### src/rtl/shift_sequencer.sv
// Operand-2 shifter: one bit position per clock for LSL/LSR/ASR/ROR/RRX with ARM carry-out.
// Latency steps+1 cycles (1..34); start is ignored while busy, flush aborts to IDLE without done.
module shift_sequencer #(
  parameter int WIDTH = 32,
  parameter int CNT_W = 6
) (
  input  logic             clk,
  input  logic             reset_n,
  input  logic             start,
  input  logic             flush,
  input  logic [1:0]       shift_type,
  input  logic             amount_is_reg,
  input  logic [7:0]       amount,
  input  logic [WIDTH-1:0] operand_in,
  input  logic             carry_in,
  output logic             busy,
  output logic             done,
  output logic [WIDTH-1:0] result,
  output logic             carry_out
);

  localparam logic [1:0] SH_LSL = 2'b00;
  localparam logic [1:0] SH_LSR = 2'b01;
  localparam logic [1:0] SH_ASR = 2'b10;
  localparam logic [1:0] SH_ROR = 2'b11;

  localparam logic [CNT_W-1:0] STEPS_32 = CNT_W'(32);
  localparam logic [CNT_W-1:0] STEPS_33 = CNT_W'(33);

  typedef enum logic [1:0] {IDLE, SHIFT, DONE} state_t;

  state_t           state, state_nxt;
  logic [CNT_W-1:0] cnt, steps;
  logic [1:0]       typ;
  logic             rrx, rrx_nxt, cin_q;
  logic [WIDTH-1:0] r;
  logic             c;

  // Step count from the raw amount; over-long register shifts run 33 steps so the
  // carry naturally falls to zero for LSL/LSR.
  always_comb begin
    steps   = '0;
    rrx_nxt = 1'b0;
    if (!amount_is_reg) begin
      if (amount[4:0] == 5'd0) begin
        case (shift_type)
          SH_LSL:  steps = '0;
          SH_ROR: begin
            steps   = CNT_W'(1);
            rrx_nxt = 1'b1;
          end
          default: steps = STEPS_32;
        endcase
      end else begin
        steps = CNT_W'(amount[4:0]);
      end
    end else if (amount != 8'd0) begin
      case (shift_type)
        SH_LSL, SH_LSR: steps = (amount > 8'd33) ? STEPS_33 : CNT_W'(amount);
        SH_ASR:         steps = (amount > 8'd32) ? STEPS_32 : CNT_W'(amount);
        default:        steps = (amount[4:0] == 5'd0) ? STEPS_32 : CNT_W'(amount[4:0]);
      endcase
    end
  end

  always_ff @(posedge clk or negedge reset_n) begin
    if (!reset_n) state <= IDLE;
    else          state <= state_nxt;
  end

  always_comb begin
    state_nxt = state;
    case (state)
      IDLE:    if (start) state_nxt = (steps == '0) ? DONE : SHIFT;
      SHIFT:   if (cnt == CNT_W'(1)) state_nxt = DONE;
      DONE:    state_nxt = IDLE;
      default: state_nxt = IDLE;
    endcase
    if (flush) state_nxt = IDLE;
  end

  always_ff @(posedge clk or negedge reset_n) begin
    if (!reset_n) begin
      r     <= '0;
      c     <= 1'b0;
      cnt   <= '0;
      typ   <= SH_LSL;
      rrx   <= 1'b0;
      cin_q <= 1'b0;
    end else if (!flush) begin
      if (state == IDLE && start) begin
        r     <= operand_in;
        c     <= carry_in;
        cnt   <= steps;
        typ   <= shift_type;
        rrx   <= rrx_nxt;
        cin_q <= carry_in;
      end else if (state == SHIFT) begin
        cnt <= cnt - CNT_W'(1);
        if (rrx) begin
          c <= r[0];
          r <= {cin_q, r[WIDTH-1:1]};
        end else begin
          case (typ)
            SH_LSL: begin
              c <= r[WIDTH-1];
              r <= {r[WIDTH-2:0], 1'b0};
            end
            SH_LSR: begin
              c <= r[0];
              r <= {1'b0, r[WIDTH-1:1]};
            end
            SH_ASR: begin
              c <= r[0];
              r <= {r[WIDTH-1], r[WIDTH-1:1]};
            end
            default: begin
              c <= r[0];
              r <= {r[0], r[WIDTH-1:1]};
            end
          endcase
        end
      end
    end
  end

  // Gating done with flush keeps an abort in the DONE cycle from signalling completion.
  assign busy      = (state != IDLE);
  assign done      = (state == DONE) && !flush;
  assign result    = r;
  assign carry_out = c;

endmodule

### config.mk
export PLATFORM = sky130hd
export DESIGN_NAME = shift_sequencer
export DESIGN_NICKNAME = d
export VERILOG_FILES = /design/src/rtl/shift_sequencer.sv
export SDC_FILE = /design/constraint.sdc
export NUM_CORES = 1
export LEC_CHECK = 0
export CAP_MARGIN = 10
export CELL_PAD_IN_SITES_DETAIL_PLACEMENT = 0
export CELL_PAD_IN_SITES_GLOBAL_PLACEMENT = 1
export CORE_ASPECT_RATIO = 0.75
export CORE_UTILIZATION = 35
export CTS_BUF_LIST = sky130_fd_sc_hd__clkbuf_2
export DETAILED_ROUTE_END_ITERATION = 8
export GPL_TIMING_DRIVEN = 1
export MAX_ROUTING_LAYER = met4
export PLACE_DENSITY_LB_ADDON = 0.1
export SKIP_LAST_GASP = 1
export SLEW_MARGIN = 5
export SYNTH_ARGS = -nofsm -noshare
export SYNTH_HDL_FRONTEND = slang
export SYNTH_SLANG_ARGS = --single-unit
### constraint.sdc
create_clock -name clk -period 4.74 [get_ports clk]
set_clock_uncertainty 0.1 [all_clocks]
set_input_delay 0.948 -clock clk [delete_from_list [all_inputs] [get_ports clk]]
set_output_delay 0.948 -clock clk [all_outputs]
set_load 0.02 [all_outputs]
==> results of run 1 <==
## synth_stat cells (all sizes together), types with 3 or more instances
cell type | number | area share, %
a21oi | 41 | 7.5
buf | 3 | 0.55
clkbuf | 17 | 2.3
dfrtp | 45 | 41
ha | 7 | 3.2
inv | 7 | 0.96
mux2i | 31 | 11
nand2 | 42 | 5.8
nor2 | 47 | 6.5
nor3 | 4 | 0.92
nor3b | 4 | 1.1
o21ai | 38 | 7.0
o22ai | 3 | 0.69
or3 | 3 | 0.69
## worst paths after layout
| path | start | end | slack (ns) | cells after the start |
|---|---|---|---|---|
| max | flush | done | 1.52 | 3 |
| min | carry_out | carry_out | 0.42 | 2 |
| max reg2reg | state[0] | cin_q | 2.49 | 4 |
| min reg2reg | carry_out | carry_out | 0.42 | 2 |
| max in group asynchronous | reset_n | rrx | 3.31 | 1 |
| min in group asynchronous | reset_n | cnt[4] | 0.56 | 1 |
## flip-flops by register name (all words and copies together), names as in the netlist
name,flops
carry_out,1
cin_q,1
cnt,6
result,32
rrx,1
state,2
typ,2
## worst max-delay path: stages
cell and delay, ns:
clkdlybuf4s50_1 0.42, nor3b_1 0.18, clkdlybuf4s50_1 0.63
## per-stage QoR
step | power (mW) | cell area [sq um] | instances | worst slack, ns
after global routing | 2.08 | 3680 | 497 | 1.45
final | 1.92 | 3680 | 497 | 1.52
after global placement | 1.76 | 3640 | 490 | 1.48
after CTS | 1.93 | 3680 | 497 | 1.52
after floorplan | 1.33 | 2730 | 323 | 2.19
after detailed placement | 1.77 | 3640 | 490 | 1.43
## per-layer routing
metal | routed length, um | part of all wire, % | up-vias | GRT usage [%]
li1 | - | - | 1288 | -
met1 | 3850 | 53 | 1169 | 29.0
met2 | 2890 | 40 | 87 | 26.0
met3 | 477 | 6.6 | 7 | 4.57
met4 | 55 | 0.76 | 0 | 4.29
met5 | 0 | 0 | - | -
## final cells by class
class / instances / area, sq um / share of cell area, %
tap: 101 / 126 / 3.44
clock buffer: 6 / 30.0 / 0.816
clock inverter: 1 / 3.75 / 0.102
timing repair buffer: 86 / 846 / 23.0
multi-input combinational: 251 / 1520 / 41.3
sequential: 45 / 1130 / 30.6
inverter: 7 / 26.3 / 0.714
## power groups by stage
| stage | Combinational, mW | Sequential (mW) | Clock [mW] |
|---|---|---|---|
| final | 1.04 | 0.722 | 0.159 |
| after global routing | 1.15 | 0.754 | 0.180 |
| after CTS | 1.04 | 0.724 | 0.164 |
| after detailed placement | 1.04 | 0.733 | 0 |
| after global placement | 1.02 | 0.733 | 0 |
| after floorplan | 0.504 | 0.824 | 0 |
## cell families (layout without fill, tap and decap cells)
logic type	after synthesis	count (layout)	synth area share [%]
buf+inv	27	100	3.85
fa+ha+maj	7	7	3.21
mux	32	32	11.8
flops	45	45	41.3
compound gates	98	98	21.2
simple gates	114	114	18.7
==> metrics.cfg, run 1 <==
[grt]
grt_pass1_vias = 2359
grt_pass1_wl_um = 12200
grt_max_degree = 58
gr-total-overflow = 0
grt_use_total_pct = 19.4
antenna_found_initial = 0

[pwr]
p_per_area_mw_per_mm2 = 521
p_leak_nw = 1.56
p_sw_uw = 844
switching_share_pct = 44.0
clock_power_share_pct = 8.3
seqPwrFrac_pct = 37.7
comb_power_share_pct = 54.1
p_int_mw = 1.07
irDropWorstVdd_mv = 0.283

[logic_synthesis]
ys.warnings.count = 0
syn_area_per_cell_sq_um = 8.45
synth-seq-cells = 45
syn-num-nets = 378
synthFlopType = dfrtp_1
async_flop_share_pct = 100
synth.distinct_cells = 40
synth-edff-count = 0
netlist_instances = 323
netlist_area_sq_mm = 0.00273
yosysSeqAreaShare_pct = 41.3

[route]
drc_errors = 0
first_pass_iters = 5
vias_per_cell = 5.13
drt_iter0_markers = 152
postRouteAntennaNets = 0
drt_wl_total_um = 7270
vias = 2551
post_drt_wl_per_cell_um = 14.6

[setup_path]
cp.arrival_ns = 2.17
endpoint_kind = output pin
critPathMaxFanout = 2
required_ns = 3.69
critPathLaunchType = input port
path_class = input port to output pin

[cts]
cts_buffers = 5
path_clk_slew_ns = 0.20
cts_tree = done
clock_latency_ns = 0.41
cts_resized = 0
clock-sinks = 45
cts_root_buf = clkbuf_2
cts_max_level = 2
cts_buffer_depth = 2
post-cts-setup-buffer-count = 0
cts_hold_buffers = 0

[timing]
relSlewSlack_pct = 30.4
finalCriticalPeriod_ns = 3.22
fmax_mhz = 310
fin_tns_setup_ns = 0
hold_slack_ns = 0.422
grt_setup_unrepaired = no
finalCritPeriodShare_pct = 68.0
drv_slew = 0
finalSetupViolations = 0
hold_viol = 0
tightest_slew_ns = 1.04

[die]
coreArea_sq_mm = 0.00743
rows = 27
start_util_pct = 36.7
die_x_um = 104
dieHeight_um = 78.5
die-area_sq_mm = 0.00816
ios = 83

[finish]
syn_to_final_growth_pct = 34.8
layout_common_cells = clkdlybuf4s50_1 (81), nor2_1 (47), dfrtp_1 (45)
fin_nets = 451
antennaDiodeCount = 0
post-route-util_pct = 49.5
final_common_cell = clkdlybuf4s50_1
fillerInstances = 726
drive_gt1_share_pct = 5.05

[placed_design]
hpwlAfterDp_um = 5290
gp_congestion = 0.795
numPortBuffers = 82

[worst_hold_path]
min-delay-path-class = register to register

[status]
outcome = completed

[job]
maxCapViolations = 0

Note: power is estimated with default switching activity, not from simulation.
==> inputs of run 2 (changes only) <==
--- a/config.mk
+++ b/config.mk
@@ -9,7 +9,7 @@
 export CELL_PAD_IN_SITES_DETAIL_PLACEMENT = 0
 export CELL_PAD_IN_SITES_GLOBAL_PLACEMENT = 1
 export CORE_ASPECT_RATIO = 0.75
-export CORE_UTILIZATION = 35
+export CORE_UTILIZATION = 32
 export CTS_BUF_LIST = sky130_fd_sc_hd__clkbuf_2
 export DETAILED_ROUTE_END_ITERATION = 8
 export GPL_TIMING_DRIVEN = 1
==> constraint.sdc (replaced) <==
create_clock -name clk -period 2.7 [get_ports clk]
set_clock_uncertainty 0.1 [all_clocks]
set_input_delay 0.54 -clock clk [delete_from_list [all_inputs] [get_ports clk]]
set_output_delay 0.54 -clock clk [all_outputs]
set_load 0.02 [all_outputs]
==> run 2 against run 1 <==
Effect of this change:
- clock power rose by 150%
- combinational power rose by 78%
- sequential share of layout area fell by 1.5 points
- routed wire length rose by 4.7%
- worst setup slack got worse by 1.3 ns
- first-iteration DRC count fell by 18%
- sequential power rose by 76%
- design area rose by 5.3%
- sequential cell count did not move
- final cell count rose by 4.0%
- critical path depth fell by 1
- clock-buffer cell count fell by 1
- critical path type is now register to output pin
==> metrics.cfg, run 2 (synthesis gave the netlist of run 1 again) <==
[pwr]
switching_share_pct = 42.9  ; -1.1 points
power_mw = 3.52  ; +84%
p_int_mw = 2.01  ; +87%
p_leak_nw = 1.66  ; +6.5%
p_per_area_mw_per_mm2 = 909  ; +75%
seqPwrFrac_pct = 36.1  ; -1.6 points
comb_power_share_pct = 52.6  ; -1.5 points
irDropWorstVdd_mv = 0.416  ; +47%
p_sw_mw = 1.51  ; +79%
clock_power_share_pct = 11.2  ; +2.9 points

[finish]
fin_nets = 466  ; +3.3%
syn_to_final_growth_pct = 42.0
final_common_cell = clkdlybuf4s50_1
largest_reg_flops = 32  ; unchanged
drive_gt1_share_pct = 8.74  ; +3.7 points
antennaDiodeCount = 0  ; unchanged
layout_common_cells = clkdlybuf4s50_1 (81), nor2_1 (47), dfrtp_1 (45)
fillerInstances = 817  ; +13%
post-route-util_pct = 48.1  ; -1.4 points

[grt]
gr-total-overflow = 0  ; unchanged
grt_max_degree = 68  ; +17%
grt_pass1_wl_um = 12400  ; +1.4%
grt_use_total_pct = 18.6  ; -0.81 points
antenna_found_initial = 0  ; unchanged
grt_pass1_vias = 2366  ; +0.30%

[timing]
fin_tns_setup_ns = 0  ; unchanged
finalSetupViolations = 0  ; unchanged
hold_viol = 0  ; unchanged
fmax_mhz = 409
relSlewSlack_pct = 61.7  ; +31 points
finalCriticalPeriod_ns = 2.45
setup_slack_ns = 0.254  ; -1.26 ns
tightest_slew_ns = 0.575  ; -0.469 ns
drv_slew = 0  ; unchanged
grt_setup_unrepaired = no
finalCritPeriodShare_pct = 90.6

[setup_path]
endpoint_kind = output pin
critPathMaxFanout = 6  ; +4
required_ns = 2.06  ; -1.63 ns
r2r_slack_ns = 0.84  ; -1.65 ns
cp.arrival_ns = 1.81  ; -0.36 ns
critPathLaunchType = register
path_class = register to output pin

[die]
die_x_um = 109  ; +4.5%
coreArea_sq_mm = 0.00806  ; +8.4%
start_util_pct = 33.9  ; -2.9 points
ios = 83  ; unchanged
rows = 28  ; +3.7%
die-area_sq_mm = 0.00890  ; +9.2%
dieHeight_um = 82.0  ; +4.5%

[placed_design]
numPortBuffers = 82  ; unchanged
gp_congestion = 0.808  ; +1.7%
hpwlAfterDp_um = 5580  ; +5.4%
place_ws_ns = -0.192  ; -1.63 ns

[route]
first_pass_iters = 4  ; -1
drt_iter0_markers = 124  ; -18%
drt_wl_total_um = 7620  ; +4.7%
vias = 2555  ; +0.16%
vias_per_cell = 4.94  ; -3.7%
drc_errors = 0  ; unchanged
post_drt_wl_per_cell_um = 14.7  ; +0.68%
postRouteAntennaNets = 0  ; unchanged

[cts]
post-cts-setup-buffer-count = 0  ; unchanged
cts_buffer_depth = 2  ; unchanged
cts_buffers = 5  ; unchanged
cts_root_buf = clkbuf_2
cts_resized = 0  ; unchanged
clock_latency_ns = 0.43  ; +0.02 ns
path_clk_slew_ns = 0.23  ; +0.03 ns
cts_max_level = 2  ; unchanged
cts_tree = done
clock-sinks = 45  ; unchanged

[job]
maxCapViolations = 0  ; unchanged

[worst_hold_path]
min-delay-path-class = register to register

[status]
outcome = completed

## run 2: cell types whose count changed in the layout (fill, tap and decap cells not counted), sizes merged
cell	change
clkbuf	-1
dlygate4sd3	+1
clkinvlp	+1
bufinv	+1
buf	+14
## run 2: area by class of cell
type	count	area (sq um)	share of cell area, %
tap	105	131	3.39
sequential	45	1130	29.1
clock buffer	5	25.0	0.646
clock inverter	3	46.3	1.20
timing repair buffer	101	998	25.8
multi-input combinational	251	1520	39.2
inverter	7	26.3	0.678
## run 2: final timing paths
| kind | start | to | depth (start not counted) |
|---|---|---|---|
| setup / recovery | state[0] | done | 2 |
| hold / removal | carry_out | carry_out | 2 |
| setup reg to reg | state[0] | cin_q | 4 |
| hold reg to reg | carry_out | carry_out | 2 |
| max in group asynchronous | reset_n | result[17] | 3 |
| min in group asynchronous | reset_n | result[12] | 2 |
## run 2: what timing repair did
action / CTS / global route
hold buffers: 1 / 0
setup endpoints to repair: 0 / 0
hold endpoints to repair: 21 / 0
## run 2: worst max-delay path, cell delays in order (launching register included)
cell and delay, ns:
dfrtp_1 0.54, nor3b_1 0.23, clkdlybuf4s50_1 0.63
## run 2: power by group through the flow
stage / clock, mW / sequential [mW] / combinational [mW]
after floorplan: 0 / 1.45 / 0.885
after global placement: 0 / 1.29 / 1.84
after detailed placement: 0 / 1.29 / 1.87
after CTS: 0.411 / 1.27 / 1.87
after global routing: 0.443 / 1.32 / 2.05
final: 0.396 / 1.27 / 1.85
## run 2: routing by layer
layer | GRT usage (%) | vias to the layer above | routed length, um
li1 | - | 1314 | -
met1 | 28.3 | 1175 | 4180
met2 | 25.2 | 61 | 3090
met3 | 3.02 | 5 | 296
met4 | 4.05 | 0 | 53
met5 | - | - | 0
## run 2: per-stage QoR
| stage | hold WS, ns | cell area (sq um) | std cells |
|---|---|---|---|
| CTS | 0.437 | 3870 | 517 |
| finish | 0.435 | 3870 | 517 |
| global route | 0.467 | 3870 | 517 |
| global placement | 0.380 | 3790 | 508 |
| detailed placement | 0.383 | 3790 | 508 |
| floorplan | 0.144 | 2730 | 323 |
==> inputs of run 3 (changes only) <==
--- a/config.mk
+++ b/config.mk
@@ -9,8 +9,7 @@
 export CELL_PAD_IN_SITES_DETAIL_PLACEMENT = 0
 export CELL_PAD_IN_SITES_GLOBAL_PLACEMENT = 1
 export CORE_ASPECT_RATIO = 0.75
-export CORE_UTILIZATION = 32
-export CTS_BUF_LIST = sky130_fd_sc_hd__clkbuf_2
+export CORE_UTILIZATION = 31
 export DETAILED_ROUTE_END_ITERATION = 8
 export GPL_TIMING_DRIVEN = 1
 export MAX_ROUTING_LAYER = met4
==> run 3 against run 2 <==
Effect of this change:
- register-to-register slack worse by 0.16 ns
- worst hold slack lost 0.27 ns
- first-iteration DRC count down 12%
- global-route usage is 0.93 points lower
- final cell count decreased by 0.19%
- critical path type is now input port to register
- largest cell class unchanged
==> metrics.cfg, run 3 (synthesis gave the netlist of run 1 again) <==
[status]
outcome = completed

[cts]
cts_hold_buffers = 0  ; -1
cts_tree = done
cts_buffers = 5  ; unchanged
cts_buffer_depth = 2  ; unchanged
clock-sinks = 45  ; unchanged
cts_max_level = 2  ; unchanged
path_clk_slew_ns = 0.06  ; -0.17 ns
post-cts-setup-buffer-count = 0  ; unchanged
clock_latency_ns = 0.28  ; -0.15 ns
cts_root_buf = clkbuf_16
cts_resized = 0  ; unchanged

[finish]
final_common_cell = clkdlybuf4s50_1
antennaDiodeCount = 0  ; unchanged
design_area_sq_mm = 0.00392  ; +1.2%
drive_gt1_share_pct = 8.09  ; -0.65 points
syn_to_final_growth_pct = 43.6
largest_reg_flops = 32  ; unchanged
post-route-util_pct = 46.2  ; -1.9 points
layout_common_cells = clkdlybuf4s50_1 (81), nor2_1 (47), dfrtp_1 (45)
fin_nets = 462  ; -0.86%

[route]
drt_wl_total_um = 7430  ; -2.5%
first_pass_iters = 4  ; unchanged
post_drt_wl_per_cell_um = 14.4  ; -2.3%
vias = 2537  ; -0.70%
drt_iter0_markers = 109  ; -12%
vias_per_cell = 4.92  ; -0.51%
drc_errors = 0  ; unchanged
postRouteAntennaNets = 0  ; unchanged

[setup_path]
critPathLaunchType = input port
r2r_slack_ns = 0.68  ; -0.16 ns
required_ns = 2.77  ; +0.71 ns
path_class = input port to register
r2r-start = typ[1]
critPathMaxFanout = 4  ; -2
endpoint_kind = register
cp.arrival_ns = 2.61  ; +0.80 ns
reg2reg_depth = 6  ; +2
rr_endpoint = result[2]

[die]
rows = 29  ; +3.6%
coreArea_sq_mm = 0.00849  ; +5.4%
die_x_um = 110  ; +1.6%
ios = 83  ; unchanged
start_util_pct = 32.1  ; -1.7 points
die-area_sq_mm = 0.00919  ; +3.2%
dieHeight_um = 83.3  ; +1.6%

[timing]
hold_viol = 0  ; unchanged
finalSetupViolations = 0  ; unchanged
grt_setup_unrepaired = no
finalCriticalPeriod_ns = 2.55  ; +0.0994 ns
tightest_slew_ns = 0.644  ; +0.0693 ns
fmax_mhz = 393  ; -3.9%
drv_slew = 0  ; unchanged
relSlewSlack_pct = 56.9  ; -4.8 points
finalCritPeriodShare_pct = 94.3  ; +3.7 points
hold_slack_ns = 0.166  ; -0.268 ns

[placed_design]
gp_congestion = 0.774  ; -4.3%
dpl_cell_area_sq_mm = 0.00377  ; -0.49%
hpwlAfterDp_um = 5380  ; -3.7%
numPortBuffers = 82  ; unchanged

[pwr]
seqPwrFrac_pct = 34.0  ; -2.1 points
switching_share_pct = 40.5  ; -2.4 points
irDropWorstVdd_mv = 0.432  ; +3.9%
clock_power_share_pct = 15.7  ; +4.5 points
power_mw = 3.73  ; +5.9%
comb_power_share_pct = 50.2  ; -2.4 points
p_leak_nw = 1.67  ; +0.70%
p_int_mw = 2.22  ; +10%
p_per_area_mw_per_mm2 = 952  ; +4.7%
p_sw_mw = 1.51  ; about the same

[grt]
grt_use_total_pct = 17.6  ; -0.93 points
grt_max_degree = 71  ; +4.4%
grt_pass1_vias = 2341  ; -1.1%
antenna_found_initial = 0  ; unchanged
gr-total-overflow = 0  ; unchanged
grt_pass1_wl_um = 12300  ; -0.61%

[worst_hold_path]
min-delay-path-class = input port to async pin

[job]
maxCapViolations = 0  ; unchanged

run 3: layout make-up:
| cell class | count | area [sq um] |
|---|---|---|
| inverters | 7 | 26.3 |
| clock inverters | 2 | 10.0 |
| clock buffers | 6 | 129 |
| multi-input cells | 251 | 1530 |
| well taps | 108 | 135 |
| fillers | 864 | 4570 |
| flip-flops and latches | 45 | 1130 |
| repair buffers | 97 | 966 |
run 3: stage by stage:
stage | instances | setup slack (ns) | setup TNS [ns]
2_1_floorplan | 323 | 0.561 | 0
3_3_place_gp | 508 | -0.0952 | -0.272
3_5_place_dp | 508 | -0.159 | -0.491
4_1_cts | 516 | 0.119 | 0
5_1_grt | 516 | 0.0252 | 0
6_report | 516 | 0.155 | 0
run 3: power groups by stage:
stage	combinational (mW)	sequential [mW]	clock, mW
4_1_cts	1.90	1.28	0.610
3_5_place_dp	1.89	1.29	0
3_3_place_gp	1.88	1.29	0
2_1_floorplan	0.885	1.45	0
5_1_grt	2.07	1.33	0.642
6_report	1.87	1.27	0.587
run 3: layer usage:
metal | track usage, % | wire length (um) | up-vias
met5 | - | 0 | -
met3 | 3.53 | 291 | 2
met1 | 27.5 | 3990 | 1188
met2 | 23.5 | 3110 | 42
li1 | - | - | 1305
met4 | 2.87 | 29 | 0
run 3: how the worst max path moves through the flow:
stage | start | endpoint | slack [ns] | depth (start not counted)
global placement | shift_type[0] | cnt[2] | -0.1 | 8
detailed placement | shift_type[0] | state[1] | -0.16 | 7
finish | shift_type[0] | cnt[2] | 0.15 | 8
global route | shift_type[0] | state[1] | 0.03 | 7
CTS | shift_type[0] | state[1] | 0.12 | 7
floorplan | amount[1] | cnt[2] | 0.56 | 5
run 3: worst max-delay path, cell delays in order:
cell,delay [ns]
clkdlybuf4s50_1,0.53
inv_1,0.09
ha_1,0.24
or3_1,0.45
o311ai_4,0.11
o211ai_2,0.14
nor2b_4,0.15
a221o_1,0.35
